$ cat src/rtl/barcode_rx_param.sv
// barcode_rx_param: self-clocking barcode / serial ID receiver.
//   The low time T of the start bit sets the bit timing. Each data bit starts
//   with a falling edge, and the line is sampled T clocks after that fall.
//   Bits are assembled MSB-first and the frame is checked before it is accepted.
// Optional feature: define BC_PARITY_EN to expect one odd-parity bit after the data.
// Ports:
//   clk, rst_n   clock, asynchronous active-low reset
//   BC           raw sensor line (asynchronous, idles high)
//   clr_ID_vld   synchronous clear of ID_vld
//   ID_vld       sticky flag: ID holds a valid frame
//   ID           last accepted frame (MSB = first data bit)
//   err          one-cycle pulse when a frame is rejected
//   busy         high while the receiver is not idle
module barcode_rx_param #(
  parameter int unsigned DATA_BITS  = 8,
  parameter int unsigned FILT_DEPTH = 3,
  parameter int unsigned TMR_W      = 22,
  parameter int unsigned CHK_BITS   = 2,
  parameter int unsigned MIN_START  = 16
) (
  input  logic                 clk,
  input  logic                 rst_n,
  input  logic                 BC,
  input  logic                 clr_ID_vld,
  output logic                 ID_vld,
  output logic [DATA_BITS-1:0] ID,
  output logic                 err,
  output logic                 busy
);

`ifdef BC_PARITY_EN
  localparam int unsigned PAR_W = 1;
`else
  localparam int unsigned PAR_W = 0;
`endif
  localparam int unsigned NB    = DATA_BITS + PAR_W;
  localparam int unsigned CNT_W = $clog2(NB + 1);

  // Mask that selects the top CHK_BITS data bits (all zero when CHK_BITS = 0).
  localparam logic [DATA_BITS-1:0] ALL_ONES = '1;
  localparam logic [DATA_BITS-1:0] CHK_MASK = ~(ALL_ONES >> CHK_BITS);

  typedef enum logic [1:0] {S_IDLE, S_START, S_BITS, S_CHECK} state_e;

  state_e                 state_q, state_d;
  logic [1:0]             sync_q;
  logic [FILT_DEPTH-2:0]  filt_q;
  logic [FILT_DEPTH-1:0]  taps_c;
  logic                   bcf_q, bcf_d;
  logic                   fall_c;
  logic [TMR_W-1:0]       t_q, t_d;
  logic [TMR_W-1:0]       baud_q, baud_d;
  logic [CNT_W-1:0]       bit_cnt_q, bit_cnt_d;
  logic [NB-1:0]          shreg_q, shreg_d;
  logic                   armed_q, armed_d;
  logic [DATA_BITS-1:0]   id_q, id_d;
  logic                   vld_q, vld_d;
  logic                   err_q, err_d;
  logic                   busy_q, busy_d;
  logic [DATA_BITS-1:0]   data_c;
  logic                   frame_ok_c;
  logic [TMR_W+1:0]       baud_ext_c;
  logic [TMR_W+1:0]       tmo_lim_c;

  // Filter window: synchroniser output plus FILT_DEPTH-1 older samples.
  assign taps_c = {filt_q, sync_q[1]};

  // Filtered line changes only when the whole window agrees.
  always_comb begin
    bcf_d = bcf_q;
    if (&taps_c) begin
      bcf_d = 1'b1;
    end else if (~|taps_c) begin
      bcf_d = 1'b0;
    end
  end

  // Fall is flagged the cycle before bcf_q drops, so START counts from its first low cycle.
  assign fall_c = bcf_q & ~bcf_d;

  assign data_c     = shreg_q[NB-1 -: DATA_BITS];
  assign baud_ext_c = {2'b00, baud_q};
  assign tmo_lim_c  = {t_q, 2'b00};

`ifdef BC_PARITY_EN
  logic par_ok_c;
  // Odd parity across data and parity bit.
  assign par_ok_c   = ^shreg_q;
  assign frame_ok_c = ((data_c & CHK_MASK) == '0) && par_ok_c;
`else
  assign frame_ok_c = ((data_c & CHK_MASK) == '0);
`endif

  // Input synchroniser and filter registers.
  always_ff @(posedge clk or negedge rst_n) begin
    if (!rst_n) begin
      sync_q <= 2'b11;
      filt_q <= '1;
      bcf_q  <= 1'b1;
    end else begin
      sync_q <= {sync_q[0], BC};
      filt_q <= taps_c[FILT_DEPTH-2:0];
      bcf_q  <= bcf_d;
    end
  end

  // FSM and datapath registers.
  always_ff @(posedge clk or negedge rst_n) begin
    if (!rst_n) begin
      state_q   <= S_IDLE;
      t_q       <= '0;
      baud_q    <= '0;
      bit_cnt_q <= '0;
      shreg_q   <= '0;
      armed_q   <= 1'b0;
      id_q      <= '0;
      vld_q     <= 1'b0;
      err_q     <= 1'b0;
      busy_q    <= 1'b0;
    end else begin
      state_q   <= state_d;
      t_q       <= t_d;
      baud_q    <= baud_d;
      bit_cnt_q <= bit_cnt_d;
      shreg_q   <= shreg_d;
      armed_q   <= armed_d;
      id_q      <= id_d;
      vld_q     <= vld_d;
      err_q     <= err_d;
      busy_q    <= busy_d;
    end
  end

  // Next-state and datapath logic.
  always_comb begin
    state_d   = state_q;
    t_d       = t_q;
    baud_d    = baud_q;
    bit_cnt_d = bit_cnt_q;
    shreg_d   = shreg_q;
    armed_d   = armed_q;
    id_d      = id_q;
    err_d     = 1'b0;
    vld_d     = clr_ID_vld ? 1'b0 : vld_q;

    case (state_q)
      S_IDLE: begin
        if (fall_c) begin
          state_d   = S_START;
          t_d       = '0;
          bit_cnt_d = '0;
          shreg_d   = '0;
        end
      end

      S_START: begin
        if (!bcf_q) begin
          if (t_q == '1) begin
            err_d   = 1'b1;
            state_d = S_IDLE;
          end else begin
            t_d = t_q + TMR_W'(1);
          end
        end else if (t_q >= TMR_W'(MIN_START)) begin
          state_d = S_BITS;
          baud_d  = '0;
          armed_d = 1'b0;
        end else begin
          err_d   = 1'b1;
          state_d = S_IDLE;
        end
      end

      S_BITS: begin
        if (fall_c) begin
          // Each fall restarts bit timing and arms exactly one sample.
          baud_d  = '0;
          armed_d = 1'b1;
        end else begin
          if (baud_q != '1) begin
            baud_d = baud_q + TMR_W'(1);
          end
          if (armed_q && (baud_q == t_q - TMR_W'(1))) begin
            shreg_d   = {shreg_q[NB-2:0], bcf_q};
            bit_cnt_d = bit_cnt_q + CNT_W'(1);
            armed_d   = 1'b0;
            if (bit_cnt_q == CNT_W'(NB - 1)) begin
              state_d = S_CHECK;
            end
          end else if (baud_ext_c >= tmo_lim_c) begin
            // No fall for four bit times: line is stuck.
            err_d   = 1'b1;
            state_d = S_IDLE;
          end
        end
      end

      S_CHECK: begin
        if (frame_ok_c) begin
          id_d  = data_c;
          vld_d = 1'b1;
        end else begin
          err_d = 1'b1;
        end
        state_d = S_IDLE;
      end

      default: state_d = S_IDLE;
    endcase

    busy_d = (state_d != S_IDLE);
  end

  assign ID_vld = vld_q;
  assign ID     = id_q;
  assign err    = err_q;
  assign busy   = busy_q;

endmodule
$ cat config.mk
export PLATFORM = sky130hd
export DESIGN_NAME = barcode_rx_param
export DESIGN_NICKNAME = d
export VERILOG_FILES = /design/src/rtl/barcode_rx_param.sv
export SDC_FILE = /design/constraint.sdc
export NUM_CORES = 1
export LEC_CHECK = 0
export BUFFER_PORTS_ARGS = -buffer_cell sky130_fd_sc_hd__buf_4
export CORE_ASPECT_RATIO = 1.75
export CORE_MARGIN = 4
export CORE_UTILIZATION = 57
export DETAILED_ROUTE_END_ITERATION = 10
export PLACE_DENSITY = 0.77
export SETUP_SLACK_MARGIN = 0.5
export SLEW_MARGIN = 25
export SYNTH_ARGS = -nofsm -noshare
export SYNTH_HDL_FRONTEND = slang
export SYNTH_SLANG_ARGS = --single-unit
$ cat constraint.sdc
create_clock -name clk -period 3.26 [get_ports clk]
set_clock_uncertainty 0.05 [all_clocks]
set_input_delay 0.326 -clock clk [delete_from_list [all_inputs] [get_ports clk]]
set_output_delay 0.326 -clock clk [all_outputs]
set_load 0.01 [all_outputs]
Yosys cells after proc, flatten, opt, wreduce, memory -nomap -nowiden:

Index checks and enable logic that the tools add are counted.

* add/subtract/negate cells: 4
* magnitude comparators: 2
* equality and inequality tests: 16
* mux-type cells: 44
* bitwise operators: 2
* reductions and logical operators: 14

Operators with widths (count)
* $mux W22: 7
* $pmux W22 S2: 2
* $add A22 B1 Y22 const B: 2
* $ge A22 B24 Y1: 1
* $mux W8: 3
* $eq A22 B22 Y1: 1
* $eq A22 B22 Y1 const B: 1
* $ge A22 B5 Y1 const B: 1
* $ne A22 B22 Y1 const B: 1
* $sub A22 B1 Y22 const B: 1
* $mux W1: 16
* $mux W2: 8
* $pmux W8 S2: 1
* $reduce_and A4 Y1: 4
* $ne A2 B2 Y1 const B: 7
* $mux W4: 3
* $logic_not A8 Y1: 1
* $pmux W2 S4: 1
* $pmux W4 S2: 1
* $reduce_bool A2 Y1: 4
* $ne A3 B3 Y1 const B: 2
* $add A4 B1 Y4 const B: 1
* $eq A2 B2 Y1 const B: 2
* $eq A4 B3 Y1 const B: 1
* 10 further kinds: 10

* register bits: 75
* input port bits: 4
* output and inout bits: 11
* word-level logic and storage cells: 95

Longest topological paths before layout:

* depth after elaboration: 8
* gate-level depth with buffers: 12
* mapped depth without buffers: 10

Least setup slack after synthesis:

No wires, ideal clock.

* kind: reg2reg
* start: register t_q[0]
* end: register bit_cnt_q[3]
* library setup time: 0.078 ns
* arrival time: 3.196 ns
* required time: 3.132 ns
* setup slack: -0.064 ns
* stages on the path, launching flop included: 12
* buffers on the path: 1
* clock period less this slack: 3.324 ns
* cell sequence: dfrtp_1 > buf_6 > inv_1 > ha_1 > nor3b_2 > nand2_1 > nor4_1 > o2111ai_1 > nor4b_2 > or4b_4 > or4_1 > a21oi_1

* word-level cells in the longest chain between the ends: 5

RTL lines
* start: declaration: line 51 `logic [TMR_W-1:0] t_q, t_d;`
* start signal: assignment: line 122 `t_q <= t_d;`
* $sub A22 B1 Y22: line 183 `if (armed_q && (baud_q == t_q - TMR_W'(1))) begin`
* $eq A22 B22 Y1: line 183
* $logic_and A1 B1 Y1: line 183
* $ne A2 B2 Y1 (no source line)
* $reduce_and A4 Y1 (no source line)
* end signal: assignment: line 124 `bit_cnt_q <= bit_cnt_d;`
* end: declaration: line 53 `logic [CNT_W-1:0] bit_cnt_q, bit_cnt_d;`

No other way between the ends.
A chain may end at the register's enable or synchronous reset.

Worst setup path in the final report:

* start: register t_q[9]
* end: register bit_cnt_q[3]

The elaborated chain is that of the path after synthesis.

==> results.py <==
metrics = {
    "status": {
        "status": "finished, violations left",
        "violations": "setup timing",
    },
    "sta": {
        "final_max_slew_viol_count": 0,
        "fin_ws_ps": -86.1,
        "max_freq_ghz": 0.299,
        "min_period_ps": 3350,
        "fin_crit_sh_pct": 103,
        "finalHoldViolations": 0,
        "slew_headroom_pct": 45.5,
        "tns_ps": -163,
        "setup_viol": 5,
        "tightest_slew_ps": 811,
        "grt_setup_unrepaired": "yes",
    },
    "critical_path": {
        "path_class": "reg -> reg",
        "arrival_ps": 3550,
        "path_max_fanout": 4,
        "crit_path_start_kind": "flip-flop",
        "end_kind": "flip-flop",
        "crit_required_ps": 3460,
    },
    "drt": {
        "drt_iter0_markers": 375,
        "wirelength_um": 15300,
        "antenna_left": 0,
        "wl_per_cell_um": 20.4,
        "dr.pass1.iters": 6,
        "vias": 4659,
        "route.detailed.drc": 0,
        "post_drt_via_cell_ratio": 6.23,
    },
    "synthesis": {
        "ys_warn_count": 0,
        "yosysSeqAreaShare_pct": 38.0,
        "synth_top_area_cell": "dfrtp_1",
        "synth-async-reset-ratio_pct": 100,
        "ys_ff_latch": 75,
        "synth_top_cell_area_share_pct": 35.3,
        "synth_edf_count": 0,
        "yosysUniqueCellTypes": 61,
        "synthCells": 564,
        "ys.flop_type": "dfrtp_1",
        "netlist_area_sq_mm": 0.00496,
        "syn_area_per_cell_sq_um": 8.79,
        "synth_nets": 593,
        "synthTopCellsByArea": "dfrtp_1, xnor2_1, ha_1, nor2_1, nand2_1",
    },
    "pwr": {
        "total_power_mw": 2.54,
        "ir_worst_vdd_v": 0.000343,
        "power_density_mw_per_mm2": 412,
        "leakagePower_nw": 2.76,
    },
    "floorplan": {
        "die_x_um": 78.5,
        "die_area_sq_mm": 0.0103,
        "start_util_pct": 59.3,
        "boundaryPins": 15,
        "design.core.area_sq_mm": 0.00837,
        "rows": 44,
        "die_h_um": 131,
    },
    "clock_tree": {
        "htreeDepth": 3,
        "clk_path_buf_depth": 2,
        "cts_tree": "yes",
        "root_buffer": "clkbuf_16",
        "cts_made_buffers": 9,
        "clk_pin_slew_worst_paths_ps": 60,
        "clk_latency_ps": 330,
        "clkSinkCount": 75,
    },
    "cells_and_area": {
        "diodes": 0,
        "layout_commonest_cell": "buf_4",
        "fin_nets": 657,
        "area_growth_syn_to_layout_pct": 24.2,
        "drive_above_1_share_pct": 22.4,
        "final_cell_mix": "buf_4, dfrtp_1, nor2_1",
        "final_cell_count_no_fill": 748,
    },
    "grt": {
        "grt_pass1_vias": 4546,
        "grt_use_total_pct": 29.2,
        "grt_max_degree": 76,
        "grt_pass1_wl_um": 23000,
        "antenna_found_initial": 0,
        "grt_overflow": 0,
    },
    "placed_design": {
        "place_congestion": 0.957,
        "numPortBuffers": 14,
        "place_inst": 714,
        "hpwl_um": 11000,
    },
    "job": {
        "cap_violations": 0,
    },
    "min_path": {
        "hp-class": "in -> reg",
    },
}
[sequential cells by signal (all words and copies together) (netlist names)]
register,cells
ID,8
ID_vld,1
armed_q,1
baud_q,22
bcf_q,1
bit_cnt_q,4
busy,1
data_c,8
err,1
filt_q,2
state_q,2
sync_q,2
t_q,22
[worst max-delay path, cell delays in order (launching register included)]
cell      delay [ps]
dfrtp_1          390
or4_4            560
or3_4            360
a211oi_4         270
o211ai_1         170
nor4b_4          380
or4b_4           530
or4_1            400
a21oi_1          140
[per-stage QoR]
step	instance area [sq um]	hold slack (ps)	utilization [%]	setup slack [ps]
2_1_floorplan	5000	-19.6	-	243
6_report	6160	49.6	73.6	-86.1
3_5_place_dp	5480	300	65.4	53.2
3_3_place_gp	5480	300	65.4	103
4_1_cts	5940	48.3	71.0	33.2
5_1_grt	6160	41.6	73.6	-139
[cell type report]
cell class,count,area [sq um]
multi-input combinational,429,3090
fill,631,2210
inverter,37,139
clock buffer,12,246
clock inverter,4,51.3
sequential,75,1880
timing repair buffer,76,604
tap,115,144
[Yosys cell counts (13+ instances only)]
cell      number
a21oi_1       16
clkbuf_1      20
dfrtp_1       70
ha_1          25
inv_1         37
nand2_1       51
nand3_1       22
nand4_1       15
nor2_1        54
o21ai_0       20
o21ai_1       21
or3_1         13
xnor2_1       44
[metal layers]
| metal | vias up | share of wire, % | track usage (%) |
|---|---|---|---|
| li1 | 2128 | - | - |
| met1 | 2252 | 34 | 29.5 |
| met2 | 204 | 52 | 51.0 |
| met3 | 75 | 5.3 | 4.25 |
| met4 | 0 | 9.3 | 24.8 |
| met5 | - | 0 | 0 |
[worst paths after layout]
kind	startpoint	end	slack [ps]	cells after the start
max	t_q[9]$_DFFE_PN0P_	bit_cnt_q[3]$_DFFE_PN0P_	-90	8
min	BC	sync_q[0]$_DFF_PN1_	50	1
max reg2reg	t_q[9]$_DFFE_PN0P_	bit_cnt_q[3]$_DFFE_PN0P_	-90	8
min reg2reg	sync_q[0]$_DFF_PN1_	sync_q[1]$_DFF_PN1_	310	0
max in group asynchronous	rst_n	filt_q[1]$_DFF_PN1_	2150	3
min in group asynchronous	rst_n	baud_q[5]$_DFFE_PN0P_	400	2
[where the power goes]
| part | switching [mW] | internal, mW | total (mW) | leakage, nW |
|---|---|---|---|---|
| Combinational | 0.296 | 0.274 | 0.570 | 1.59 |
| Clock | 0.386 | 0.614 | 1.00 | 0.143 |
| Sequential | 0.0177 | 0.948 | 0.966 | 1.03 |
| Total | 0.699 | 1.84 | 2.54 | 2.76 |
[kinds of logic (layout without fill, tap and decap cells)]
| group | after synthesis | in the layout | synth area share (%) |
|---|---|---|---|
| AOI/OAI and AO/OA | 110 | 110 | 14.4 |
| xor gates and xnor gates | 50 | 50 | 8.83 |
| adders and majority gates | 25 | 25 | 6.31 |
| buffers and inverters | 61 | 129 | 4.97 |
| DFF | 75 | 75 | 38.0 |
| muxes | 15 | 15 | 3.20 |
| and+or+nand+nor | 228 | 229 | 24.3 |
[repair_timing]
item	in CTS	in global routing
pin swaps	1	13
endpoints found under the hold margin	0	24
hold buffers	0	1
gates resized for setup	18	19
cloned	1	0
buffers inserted	8	7
setup endpoints to repair	18	24
(Power assumes the default switching activity.)
